==> src/rtl/mem_arbiter.sv <==
`timescale 1ns/1ps
// Arbiter sharing one single-ported memory between instruction fetch and data access.
// Fixed DM priority with a starvation guard for IF; IDLE/ISSUE/WAIT/RESP sequencing.
module mem_arbiter #(
  parameter int ADDR_W     = 10,
  parameter int MEM_LAT    = 2,
  parameter int STARVE_MAX = 4
) (
  input  logic              clk,
  input  logic              rst,
  input  logic              if_req,
  input  logic [ADDR_W-1:0] if_addr,
  output logic [31:0]       if_rdata,
  output logic              if_done,
  input  logic              dm_req,
  input  logic              dm_wen,
  input  logic [ADDR_W-1:0] dm_addr,
  input  logic [31:0]       dm_wdata,
  output logic [31:0]       dm_rdata,
  output logic              dm_done,
  output logic              stall,
  output logic              mem_en,
  output logic              mem_wen,
  output logic [ADDR_W-1:0] mem_addr,
  output logic [31:0]       mem_wdata,
  input  logic [31:0]       mem_rdata
);

  localparam logic [1:0] S_IDLE  = 2'd0;
  localparam logic [1:0] S_ISSUE = 2'd1;
  localparam logic [1:0] S_WAIT  = 2'd2;
  localparam logic [1:0] S_RESP  = 2'd3;
  localparam logic       OWN_IF  = 1'b0;
  localparam logic       OWN_DM  = 1'b1;
  localparam logic [3:0] LAT_M1     = 4'(MEM_LAT - 1);
  localparam logic [3:0] STARVE_LIM = 4'(STARVE_MAX);

  logic [1:0]        state_q, state_d;
  logic              owner_q, owner_d;
  logic [3:0]        wcnt_q, wcnt_d;
  logic [3:0]        starve_q, starve_d;
  logic              mem_en_q, mem_en_d;
  logic              mem_wen_q, mem_wen_d;
  logic [ADDR_W-1:0] mem_addr_q, mem_addr_d;
  logic [31:0]       mem_wdata_q, mem_wdata_d;
  logic [31:0]       if_rdata_q, if_rdata_d;
  logic [31:0]       dm_rdata_q, dm_rdata_d;
  logic              if_done_q, if_done_d;
  logic              dm_done_q, dm_done_d;
  logic              grant_if, grant_dm;

  // IF wins a contested IDLE cycle only once DM has been granted STARVE_MAX times in a row.
  assign grant_if = if_req & (~dm_req | (starve_q >= STARVE_LIM));
  assign grant_dm = dm_req & ~grant_if;

  always_comb begin
    state_d     = state_q;
    owner_d     = owner_q;
    wcnt_d      = wcnt_q;
    starve_d    = starve_q;
    mem_en_d    = 1'b0;
    mem_wen_d   = 1'b0;
    mem_addr_d  = mem_addr_q;
    mem_wdata_d = mem_wdata_q;
    if_rdata_d  = if_rdata_q;
    dm_rdata_d  = dm_rdata_q;
    if_done_d   = 1'b0;
    dm_done_d   = 1'b0;
    case (state_q)
      S_IDLE: begin
        if (grant_dm) begin
          owner_d     = OWN_DM;
          mem_en_d    = 1'b1;
          mem_wen_d   = dm_wen;
          mem_addr_d  = dm_addr;
          mem_wdata_d = dm_wdata;
          starve_d    = (if_req && starve_q != 4'hF) ? starve_q + 4'd1 : (if_req ? starve_q : 4'd0);
          state_d     = S_ISSUE;
        end else if (grant_if) begin
          owner_d     = OWN_IF;
          mem_en_d    = 1'b1;
          mem_addr_d  = if_addr;
          mem_wdata_d = 32'd0;
          starve_d    = 4'd0;
          state_d     = S_ISSUE;
        end
      end
      S_ISSUE: begin
        if (mem_wen_q) begin
          dm_done_d = (owner_q == OWN_DM);
          if_done_d = (owner_q == OWN_IF);
          state_d   = S_RESP;
        end else begin
          wcnt_d  = LAT_M1;
          state_d = S_WAIT;
        end
      end
      S_WAIT: begin
        if (wcnt_q == 4'd0) begin
          // The only edge on which read data is sampled from the memory.
          if (owner_q == OWN_IF) begin
            if_rdata_d = mem_rdata;
            if_done_d  = 1'b1;
          end else begin
            dm_rdata_d = mem_rdata;
            dm_done_d  = 1'b1;
          end
          state_d = S_RESP;
        end else begin
          wcnt_d = wcnt_q - 4'd1;
        end
      end
      default: begin
        state_d = S_IDLE;
      end
    endcase
  end

  always_ff @(posedge clk or posedge rst) begin
    if (rst) begin
      state_q     <= S_IDLE;
      owner_q     <= OWN_IF;
      wcnt_q      <= 4'd0;
      starve_q    <= 4'd0;
      mem_en_q    <= 1'b0;
      mem_wen_q   <= 1'b0;
      mem_addr_q  <= '0;
      mem_wdata_q <= 32'd0;
      if_rdata_q  <= 32'd0;
      dm_rdata_q  <= 32'd0;
      if_done_q   <= 1'b0;
      dm_done_q   <= 1'b0;
    end else begin
      state_q     <= state_d;
      owner_q     <= owner_d;
      wcnt_q      <= wcnt_d;
      starve_q    <= starve_d;
      mem_en_q    <= mem_en_d;
      mem_wen_q   <= mem_wen_d;
      mem_addr_q  <= mem_addr_d;
      mem_wdata_q <= mem_wdata_d;
      if_rdata_q  <= if_rdata_d;
      dm_rdata_q  <= dm_rdata_d;
      if_done_q   <= if_done_d;
      dm_done_q   <= dm_done_d;
    end
  end

  assign if_rdata  = if_rdata_q;
  assign dm_rdata  = dm_rdata_q;
  assign if_done   = if_done_q;
  assign dm_done   = dm_done_q;
  assign mem_en    = mem_en_q;
  assign mem_wen   = mem_wen_q;
  assign mem_addr  = mem_addr_q;
  assign mem_wdata = mem_wdata_q;
  assign stall     = (if_req & ~if_done_q) | (dm_req & ~dm_done_q);

endmodule
==> config.mk <==
export PLATFORM = sky130hd
export DESIGN_NAME = mem_arbiter
export DESIGN_NICKNAME = d
export VERILOG_FILES = /design/src/rtl/mem_arbiter.sv
export SDC_FILE = /design/constraint.sdc
export NUM_CORES = 1
export LEC_CHECK = 0
export CAP_MARGIN = 20
export CORE_UTILIZATION = 40
export CTS_BUF_LIST = sky130_fd_sc_hd__clkbuf_2
export DETAILED_ROUTE_END_ITERATION = 10
export GPL_TIMING_DRIVEN = 0
export PLACE_DENSITY = 0.75
export RECOVER_POWER = 100
export SYNTH_ARGS = -nofsm -noshare
export SYNTH_HDL_FRONTEND = slang
export SYNTH_SLANG_ARGS = --single-unit
==> constraint.sdc <==
create_clock -name clk -period 5.4 [get_ports clk]
set_input_delay 0.81 -clock clk [delete_from_list [all_inputs] [get_ports clk]]
set_output_delay 0.81 -clock clk [all_outputs]
set_load 0.01 [all_outputs]
==> flow_summary_export.csv, run 1 <==
group,metric,value,unit
finish,layout_common_cells,"dfrtp_1, dlygate4sd3_1, clkdlybuf4s50_1",
pwr,maximum_vdd_ir_drop,0.1952,mV
grt,gr-usage-met2,34.44,%
timing,final_max_slew_viol_count,102,
logic_synthesis,synth.area.top_cells,"dfrtp_1, mux2_4, mux2_2",
finish,design_area,7137,um^2
finish,antenna_cells_inserted,0,
grt,globalRouteMet3Util,5.999,%
clocking,clock_tree.buffer_depth,2,
finish,area.growth.synth_to_final,44.81,%
logic_synthesis,synth.ff_latch_count,121,
logic_synthesis,register_area_share_after_synthesis,61.44,%
detailed_routing,drtPass1Iterations,4,
timing,final_critical_path_setup_slack,1890,ps
clocking,clock_input_transition_at_the_sequential_cells_of_the_worst_setup_and_hold_paths,170,ps
floorplan,num_rows,40,
clocking,htreeDepth,4,
logic_synthesis,postSynthAreaPerCell,14.54,um^2
grt,grt_antenna_before_repair,0,
clocking,clock_sinks,121,
finish,multi_input_combinational_cell_area,1589,um^2
floorplan,core_region_area,12010,um^2
finish,finish.cell_count_without_fillers,717,
setup_path,crit_type,"input pin to asynchronous set/reset pin",
clocking,cts.hold.buffers_added,0,
pwr,total_leakage_power,3.221,nW
timing,layout_min_cycle_time,3510,ps
placed_design,globalplace.congestion,0.7576,
placed_design,dp_hpwl,9.051,mm
logic_synthesis,yosysTopAreaCell,"dfrtp_1",
run,drv_cap,1,
logic_synthesis,synthesis.instances,339,
timing,final_total_negative_setup_slack,0,ps
setup_path,rrSetupSlack,2820,ps
logic_synthesis,mappedNetlistNets,435,
clocking,ctsResizeCount,0,
placed_design,place.detailed.instances,686,
floorplan,starting_density,41.03,%
detailed_routing,drt_drc_violations_left,0,
detailed_routing,drt-initial-drc-count,127,
timing,finClkSkew,19.00,ps
floorplan,design.die.area,12770,um^2
pwr,power_per_cell_area,529.4,nW/um^2
timing,final-hold-violation-count,0,
clocking,cts_root_buf,"clkbuf_2",
worst_hold_path,timing.hold.worst.class,"flip-flop to flip-flop",
timing,max_freq,0.2849,GHz
finish,post_layout_net_count,654,
detailed_routing,via_per_inst,5.100,
setup_path,arrival_time_of_the_worst_setup_path,3810,ps
setup_path,crit-reg2reg-launch,"state_q[0]$_DFFE_PP0P_",
detailed_routing,via_count,3657,
clocking,total_cts_buffers,17,
detailed_routing,wire_per_inst,17.24,um
setup_path,worstPathMaxFanout,101,
setup_path,worstRegToRegCells,7,
placed_design,placement_setup_slack,2412,ps
clocking,clock_latency,660,ps
grt,most_utilized_layer_in_the_global_route_result,"met2",
logic_synthesis,yosysUniqueCellTypes,32,
setup_path,crit_path_end_kind,"asynchronous set/reset pin",
placed_design,dpl-instance-area,7137,um^2
setup_path,crit_path_start_kind,"input pin",
floorplan,die_h,113,um
status,failing_checks,"capacitance limit, slew limit",
grt,grt_use_total,20.54,%
status,run_status,"complete, but fails checks",
grt,largest_net_degree_at_the_start_of_global_routing,102,
grt,grt_pass1_vias,3952,
placed_design,numPortBuffers,199,
clocking,cts_tree,"built",
finish,seqCellArea,3028,um^2
logic_synthesis,synth_top_area_share,61.44,%
timing,worst-slew-pin-transition,2443,ps
timing,holdWs,501.0,ps
logic_synthesis,syn-cell-area,4928,um^2
finish,layout.cells.most_common,"dfrtp_1",
timing,timing.slew.headroom,-62.85,%
setup_path,r2r-end,"if_rdata[14]$_DFFE_PP0P_",
detailed_routing,drtAntennaViolNets,0,
pwr,report.power.total,3.778,mW
grt,grt_pass1_wl,20.12,mm
setup_path,crit_path_end,"dm_done$_DFF_PP0_",
finish,finalCoreUtilization,59.42,%
setup_path,cp.required,5700,ps
floorplan,design.portCount,200,
logic_synthesis,ys.warnings.count,0,
timing,final.period_utilization,65.00,%
worst_hold_path,timing.hold.worst.start,"if_rdata[22]$_DFFE_PP0P_",
detailed_routing,wl,12.36,mm
clocking,post-cts-setup-buffer-count,0,
grt,grt.met1_usage,25.61,%
finish,share_of_final_layout_standard_cells_stronger_than_drive_strength_1,12.46,%
floorplan,die_w,113,um
timing,setup_violations,0,
timing,rsz_0062_raised_after_global_routing,"no",
grt,grt_overflow,0,
setup_path,critical_path.startpoint,"rst",
finish,n_fill_cell,1028,
routing by layer:
metal / share of wire [%] / routed length [um]
met1: 42 / 5244
met2: 49 / 6109
met3: 6.4 / 794
met4: 1.7 / 209
met5: 0 / 0
cell type report:
class	instances	share of cell area [%]
Buffer	21	1.157
Clock buffer	17	1.192
Clock inverter	14	1.858
Inverter	10	0.5435
Multi-Input combinational cell	187	22.27
Sequential cell	121	42.43
Tap cell	147	2.577
Timing Repair Buffer	200	27.98
cells in the mapped netlist (all sizes together):
master,number
mux2i,3
dfrtp,121
nand4,13
and3,1
a32oi,1
buf,15
nand2,28
mux2,67
nor2,5
a21o,1
o211ai,10
o22ai,1
nor3,1
and2,4
nand3,1
a22o,32
or3b,2
clkbuf,6
a31oi,1
and4bb,1
nor2b,1
inv,10
ha,7
a21oi,2
o21ai,5
state kept, by name, indices dropped and copies added (netlist names), 2 cells and up:
signal,count
mem_addr,10
wcnt_q,4
starve_q,4
dm_rdata,32
if_rdata,32
state_q,2
mem_wdata,32
cell families (layout without fill, tap and decap cells):
logic type	count (synthesis)	in the layout	synth area share, %
AOI/OAI and AO/OA	53	53	8.505
adders and majority gates	7	7	1.777
buffers and inverters	31	262	4.164
DFF	121	121	61.44
muxes	70	70	18.20
and+or+nand+nor	57	57	5.916
power breakdown:
| group | internal, mW | total [mW] | switching, mW |
|---|---|---|---|
| Combinational | 0.946 | 1.69 | 0.749 |
| Sequential | 1.32 | 1.53 | 0.216 |
| Clock | 0.202 | 0.551 | 0.349 |
| Total | 2.46 | 3.78 | 1.31 |
worst min-delay path by stage:
stage	end	slack [ps]	cells after the start
5_1_grt	if_rdata[10]$_DFFE_PP0P_	530	1
4_1_cts	if_rdata[26]$_DFFE_PP0P_	390	2
6_report	if_rdata[22]$_DFFE_PP0P_	500	1
2_1_floorplan	starve_q[1]$_DFFE_PP0P_	450	2
3_3_place_gp	starve_q[1]$_DFFE_PP0P_	470	2
3_5_place_dp	starve_q[1]$_DFFE_PP0P_	480	2
worst max-delay path: stages:
cell           delay (ps)
dlygate4sd3_1         550
clkinvlp_2            550
clkbuf_2             1850
Power figures use the tool's default switching activity.
==> run 2: changes to the inputs <==
- PLACE_DENSITY: 0.75 -> 0.78
- clock period: 5.4 -> 2.9 ns (I/O delays scaled with it)
==> flow_summary_export.csv, run 2 (synthesized netlist as in run 1, its figures left out) <==
group,metric,value,unit
grt,grt_pass1_vias,3897,
grt,largest_net_degree_at_the_start_of_global_routing,35,
finish,finalCoreUtilization,60.79,%
pwr,power_report.internal_total,4.890,mW
floorplan,design.portCount,200,
setup_path,r2r-end,"if_rdata[24]$_DFFE_PP0P_",
clocking,clock_input_transition_at_the_sequential_cells_of_the_worst_setup_and_hold_paths,160,ps
finish,post_layout_net_count,656,
placed_design,dpl-instance-area,7168,um^2
timing,finClkSkew,28.47,ps
pwr,maximum_vdd_ir_drop,0.5038,mV
status,run_status,"complete, no violations",
placed_design,numPortBuffers,199,
timing,final.period_utilization,82.15,%
finish,finish.cell_count_without_fillers,720,
setup_path,arrival_time_of_the_worst_setup_path,2940,ps
finish,design_area,7302,um^2
floorplan,core_region_area,12010,um^2
detailed_routing,drt_drc_violations_left,0,
floorplan,starting_density,41.03,%
timing,holdWs,307.6,ps
placed_design,dp_hpwl,9.037,mm
clocking,cts.hold.buffers_added,0,
timing,final-hold-violation-count,0,
timing,rsz_0062_raised_after_global_routing,"no",
run,drv_cap,0,
timing,max_freq,0.4198,GHz
detailed_routing,drtPass1Iterations,4,
floorplan,num_rows,40,
clocking,total_cts_buffers,17,
setup_path,critical_path.cell_chain,"inv_1 -> ha_1 -> and4bb_4 -> and2_0 -> clkbuf_1 -> buf_12 -> mux2_1",
clocking,clock_sinks,121,
timing,final_total_negative_setup_slack,0,ps
placed_design,place.detailed.instances,688,
setup_path,crit_path_end,"if_rdata[24]$_DFFE_PP0P_",
finish,layout_common_cells,"dfrtp_1, dlygate4sd3_1, clkdlybuf4s50_1",
clocking,cts_tree,"built",
pwr,clockPowerShare,17.2,%
timing,final_max_slew_viol_count,0,
grt,grt_use_total,20.21,%
setup_path,crit-reg2reg-launch,"state_q[0]$_DFFE_PP0P_",
floorplan,design.die.area,12770,um^2
detailed_routing,wl,12.12,mm
pwr,total_leakage_power,3.314,nW
clocking,cts_root_buf,"clkbuf_2",
detailed_routing,via_count,3615,
clocking,clock_tree.buffer_depth,2,
setup_path,crit_type,"flip-flop to flip-flop",
detailed_routing,drtAntennaViolNets,0,
timing,setup_violations,0,
grt,grt_antenna_before_repair,0,
grt,grt_overflow,0,
setup_path,critical_path.startpoint,"state_q[0]$_DFFE_PP0P_",
pwr,p_sw,2.409,mW
detailed_routing,drt-initial-drc-count,166,
timing,layout_min_cycle_time,2382,ps
pwr,sw_frac_of_total,33.01,%
finish,antenna_cells_inserted,0,
setup_path,timing.critical_path.slowest_cell_delay,450,ps
clocking,post-cts-setup-buffer-count,0,
clocking,htreeDepth,4,
setup_path,worstRegToRegCells,7,
grt,grt_pass1_wl,19.88,mm
finish,layout.cells.most_common,"dfrtp_1",
clocking,clock_latency,670,ps
pwr,sequentialPowerShare,39.1,%
detailed_routing,wire_per_inst,16.83,um
finish,n_fill_cell,973,
setup_path,worst_path_max_delay_cell,"dfrtp_1",
placed_design,globalplace.congestion,0.7574,
floorplan,die_w,113,um
timing,worst-slew-pin-transition,1377,ps
floorplan,die_h,113,um
worst_hold_path,timing.hold.worst.class,"input pin to flip-flop",
setup_path,cp.required,3450,ps
timing,timing.slew.headroom,7.684,%
finish,area.growth.synth_to_final,48.16,%
setup_path,rrSetupSlack,520,ps
finish,share_of_final_layout_standard_cells_stronger_than_drive_strength_1,13.09,%
clocking,ctsResizeCount,0,
detailed_routing,via_per_inst,5.021,
setup_path,crit_path_end_kind,"flip-flop",
setup_path,crit_path_start_kind,"flip-flop",
pwr,combinational_cell_fraction_of_total_power,43.7,%
setup_path,worstPathMaxFanout,10,
pwr,power_per_cell_area,999.5,nW/um^2
-- run 2: layout make-up --
class	count	area (um^2)	area share, %
Sequential cell	121	3028	41.47
Timing Repair Buffer	202	2052	28.10
Multi-Input combinational cell	187	1589	21.76
Tap cell	147	183.9	2.519
Clock inverter	12	178.9	2.450
Buffer	21	131.4	1.799
Clock buffer	20	100.1	1.371
Inverter	10	38.79	0.5312
-- run 2: power groups by stage --
stage / registers [mW] / clock network, mW / logic, mW
after floorplan: 3.22 / 0 / 1.42
after global placement: 2.90 / 0 / 3.56
after detailed placement: 2.94 / 0 / 3.68
after CTS: 2.91 / 1.29 / 3.69
after global routing: 2.96 / 1.36 / 3.44
final: 2.86 / 1.25 / 3.19
-- run 2: through the flow --
stage | setup slack (ps) | power [mW]
2_1_floorplan | 981.7 | 4.638
3_3_place_gp | -79.93 | 6.460
3_5_place_dp | 669.1 | 6.614
4_1_cts | 575.1 | 7.889
5_1_grt | 333.6 | 7.758
6_report | 517.7 | 7.299
-- run 2: worst min-delay path by stage --
stage	end	cells past startpoint	from
2_1_floorplan	starve_q[1]$_DFFE_PP0P_	2	starve_q[1]$_DFFE_PP0P_
4_1_cts	dm_rdata[18]$_DFFE_PP0P_	2	rst
3_3_place_gp	wcnt_q[3]$_DFFE_PP0P_	1	wcnt_q[3]$_DFFE_PP0P_
3_5_place_dp	mem_addr[1]$_DFFE_PP0P_	2	mem_addr[1]$_DFFE_PP0P_
6_report	mem_wen$_DFF_PP0_	2	dm_wen
5_1_grt	mem_wen$_DFF_PP0_	2	dm_wen
-- run 2: per-layer routing --
layer	global-route usage, %	routed length, um	up-vias
li1	-	-	1664
met1	25.19	5198	1792
met2	32.76	5945	137
met3	5.678	698	22
met4	9.211	277	0
met5	0	0	-
-- run 2: worst max-delay path: cells and delay by family, from the launching register on --
family / cells / cell delay [ps]
simple gates: 2 / 440
buf+inv: 3 / 740
mux: 1 / 330
fa+ha+maj: 1 / 320
flops: 1 / 450
==> run 3: changes to the inputs <==
- clock period: 2.9 -> 2.05 ns (I/O delays scaled with it)
==> flow_summary_export.csv, run 3 (synthesized netlist as in run 1, its figures left out) <==
group,metric,value,unit
setup_path,crit_type,"flip-flop to flip-flop",
setup_path,crit_path_start_kind,"flip-flop",
clocking,clock_tree.buffer_depth,2,
clocking,cts_root_buf,"clkbuf_2",
timing,final.period_utilization,95.56,%
clocking,cts_tree,"built",
finish,finalCoreUtilization,61.95,%
timing,final_total_negative_setup_slack,0,ps
placed_design,numPortBuffers,199,
worst_hold_path,timing.hold.worst.start,"dm_wen",
grt,grt_use_total,20.21,%
floorplan,core_region_area,12010,um^2
detailed_routing,drtPass1Iterations,4,
setup_path,critical_path.cell_chain,"inv_1 -> ha_2 -> and4bb_4 -> and2_4 -> buf_6 -> buf_12 -> mux2_4",
placed_design,globalplace.congestion,0.7574,
finish,design_area,7441,um^2
setup_path,worstPathMaxFanout,10,
grt,largest_net_degree_at_the_start_of_global_routing,35,
pwr,power_per_cell_area,1481,nW/um^2
placed_design,dpl-instance-area,7168,um^2
finish,post_layout_net_count,659,
grt,grt_pass1_vias,3897,
detailed_routing,via_per_inst,5.047,
worst_hold_path,worstHoldPathCells,2,
grt,gr-usage-met2,32.76,%
status,run_status,"complete, no violations",
timing,final-hold-violation-count,0,
worst_hold_path,worstHoldEndpoint,"mem_wen$_DFF_PP0_",
setup_path,crit_path_end_kind,"flip-flop",
detailed_routing,drt-initial-drc-count,188,
pwr,maximum_vdd_ir_drop,0.7543,mV
detailed_routing,wire_per_inst,16.96,um
clocking,htreeDepth,4,
setup_path,timing.critical_path.slowest_cell_delay,450,ps
detailed_routing,via_count,3649,
grt,grt_overflow,0,
clocking,clock_sinks,121,
grt,globalRouteMet3Util,5.678,%
timing,worst-slew-pin-transition,1376,ps
floorplan,die_w,113,um
finish,n_fill_cell,942,
setup_path,crit-reg2reg-launch,"state_q[0]$_DFFE_PP0P_",
floorplan,die_h,113,um
setup_path,worstRegToRegCells,7,
pwr,total_leakage_power,3.276,nW
floorplan,design.portCount,200,
clocking,clock_latency,670,ps
setup_path,arrival_time_of_the_worst_setup_path,2510,ps
setup_path,cp.required,2600,ps
finish,layout_common_cells,"clkdlybuf4s50_1, dfrtp_1, mux2_2",
placed_design,dp_hpwl,9.037,mm
finish,layout.cells.most_common,"clkdlybuf4s50_1",
finish,area.growth.synth_to_final,50.98,%
floorplan,starting_density,41.03,%
detailed_routing,drt_drc_violations_left,0,
grt,grt_antenna_before_repair,0,
timing,setup_violations,0,
detailed_routing,wl,12.26,mm
worst_hold_path,timing.hold.worst.class,"input pin to flip-flop",
clocking,clock_input_transition_at_the_sequential_cells_of_the_worst_setup_and_hold_paths,160,ps
timing,timing.slew.headroom,7.730,%
grt,grt_pass1_wl,19.88,mm
setup_path,worst_path_max_delay_cell,"dfrtp_1",
timing,finClkSkew,32.57,ps
timing,max_freq,0.5105,GHz
floorplan,design.die.area,12770,um^2
finish,antenna_cells_inserted,0,
floorplan,num_rows,40,
detailed_routing,drtAntennaViolNets,0,
run,drv_cap,0,
setup_path,r2r-end,"if_rdata[28]$_DFFE_PP0P_",
timing,layout_min_cycle_time,1959,ps
grt,most_utilized_layer_in_the_global_route_result,"met2",
clocking,total_cts_buffers,17,
grt,grt.met1_usage,25.19,%
finish,share_of_final_layout_standard_cells_stronger_than_drive_strength_1,19.97,%
setup_path,rrSetupSlack,90,ps
timing,final_max_slew_viol_count,0,
run 3: stage by stage:
| stage | hold slack [ps] | power, mW | setup slack [ps] | cells |
|---|---|---|---|---|
| 3_3_place_gp | 475.1 | 9.138 | -802.4 | 685 |
| 3_5_place_dp | 484.8 | 9.356 | -53.43 | 688 |
| 2_1_floorplan | 436.1 | 6.562 | 258.5 | 339 |
| 4_1_cts | 97.24 | 11.16 | 8.772 | 721 |
| 6_report | 184.8 | 11.02 | 91.09 | 723 |
| 5_1_grt | 116.0 | 11.67 | -13.41 | 723 |
run 3: power by group:
part / switching (mW) / internal (mW)
Combinational: 2.01 / 3.13
Sequential: 0.637 / 3.47
Clock: 0.850 / 0.916
run 3: layout make-up:
cell class	count	area, um^2	area share [%]
clock buffers	20	100.1	1.345
clock inverters	12	178.9	2.405
inverters	10	38.79	0.5213
repair buffers	206	2071	27.83
well taps	147	183.9	2.472
plain buffers	20	142.6	1.917
flip-flops and latches	121	3028	40.69
multi-input cells	187	1698	22.82
run 3: routing by layer:
layer,up-vias,routed length (um)
met4,0,277
met2,155,6045
li1,1664,-
met5,-,0
met1,1808,5169
met3,22,770
run 3: how the worst max path moves through the flow:
stage,cells after the start,from,slack (ps),endpoint
2_1_floorplan,1,rst,260,dm_done$_DFF_PP0_
3_3_place_gp,2,rst,-800,mem_wdata[19]$_DFFE_PP0P_
3_5_place_dp,6,dm_req,-50,mem_addr[6]$_DFFE_PP0P_
4_1_cts,1,mem_wen$_DFF_PP0_,9,mem_wen
5_1_grt,1,mem_wen$_DFF_PP0_,-10,mem_wen
6_report,7,state_q[0]$_DFFE_PP0P_,90,if_rdata[28]$_DFFE_PP0P_
run 3: repair_timing:
item / 4_1_cts / 5_1_grt
hold buffers: 1 / 0
gates resized for setup: 1 / 7
endpoints found under the hold margin: 15 / 0
buffers inserted: 0 / 3
setup endpoints to repair: 1 / 45
run 3: critical path: cells and delay by family, from the launching register on:
kind	cells	cell delay (ps)
fa+ha+maj	1	270
buf+inv	3	410
flops	1	450
mux	1	300
simple gates	2	430
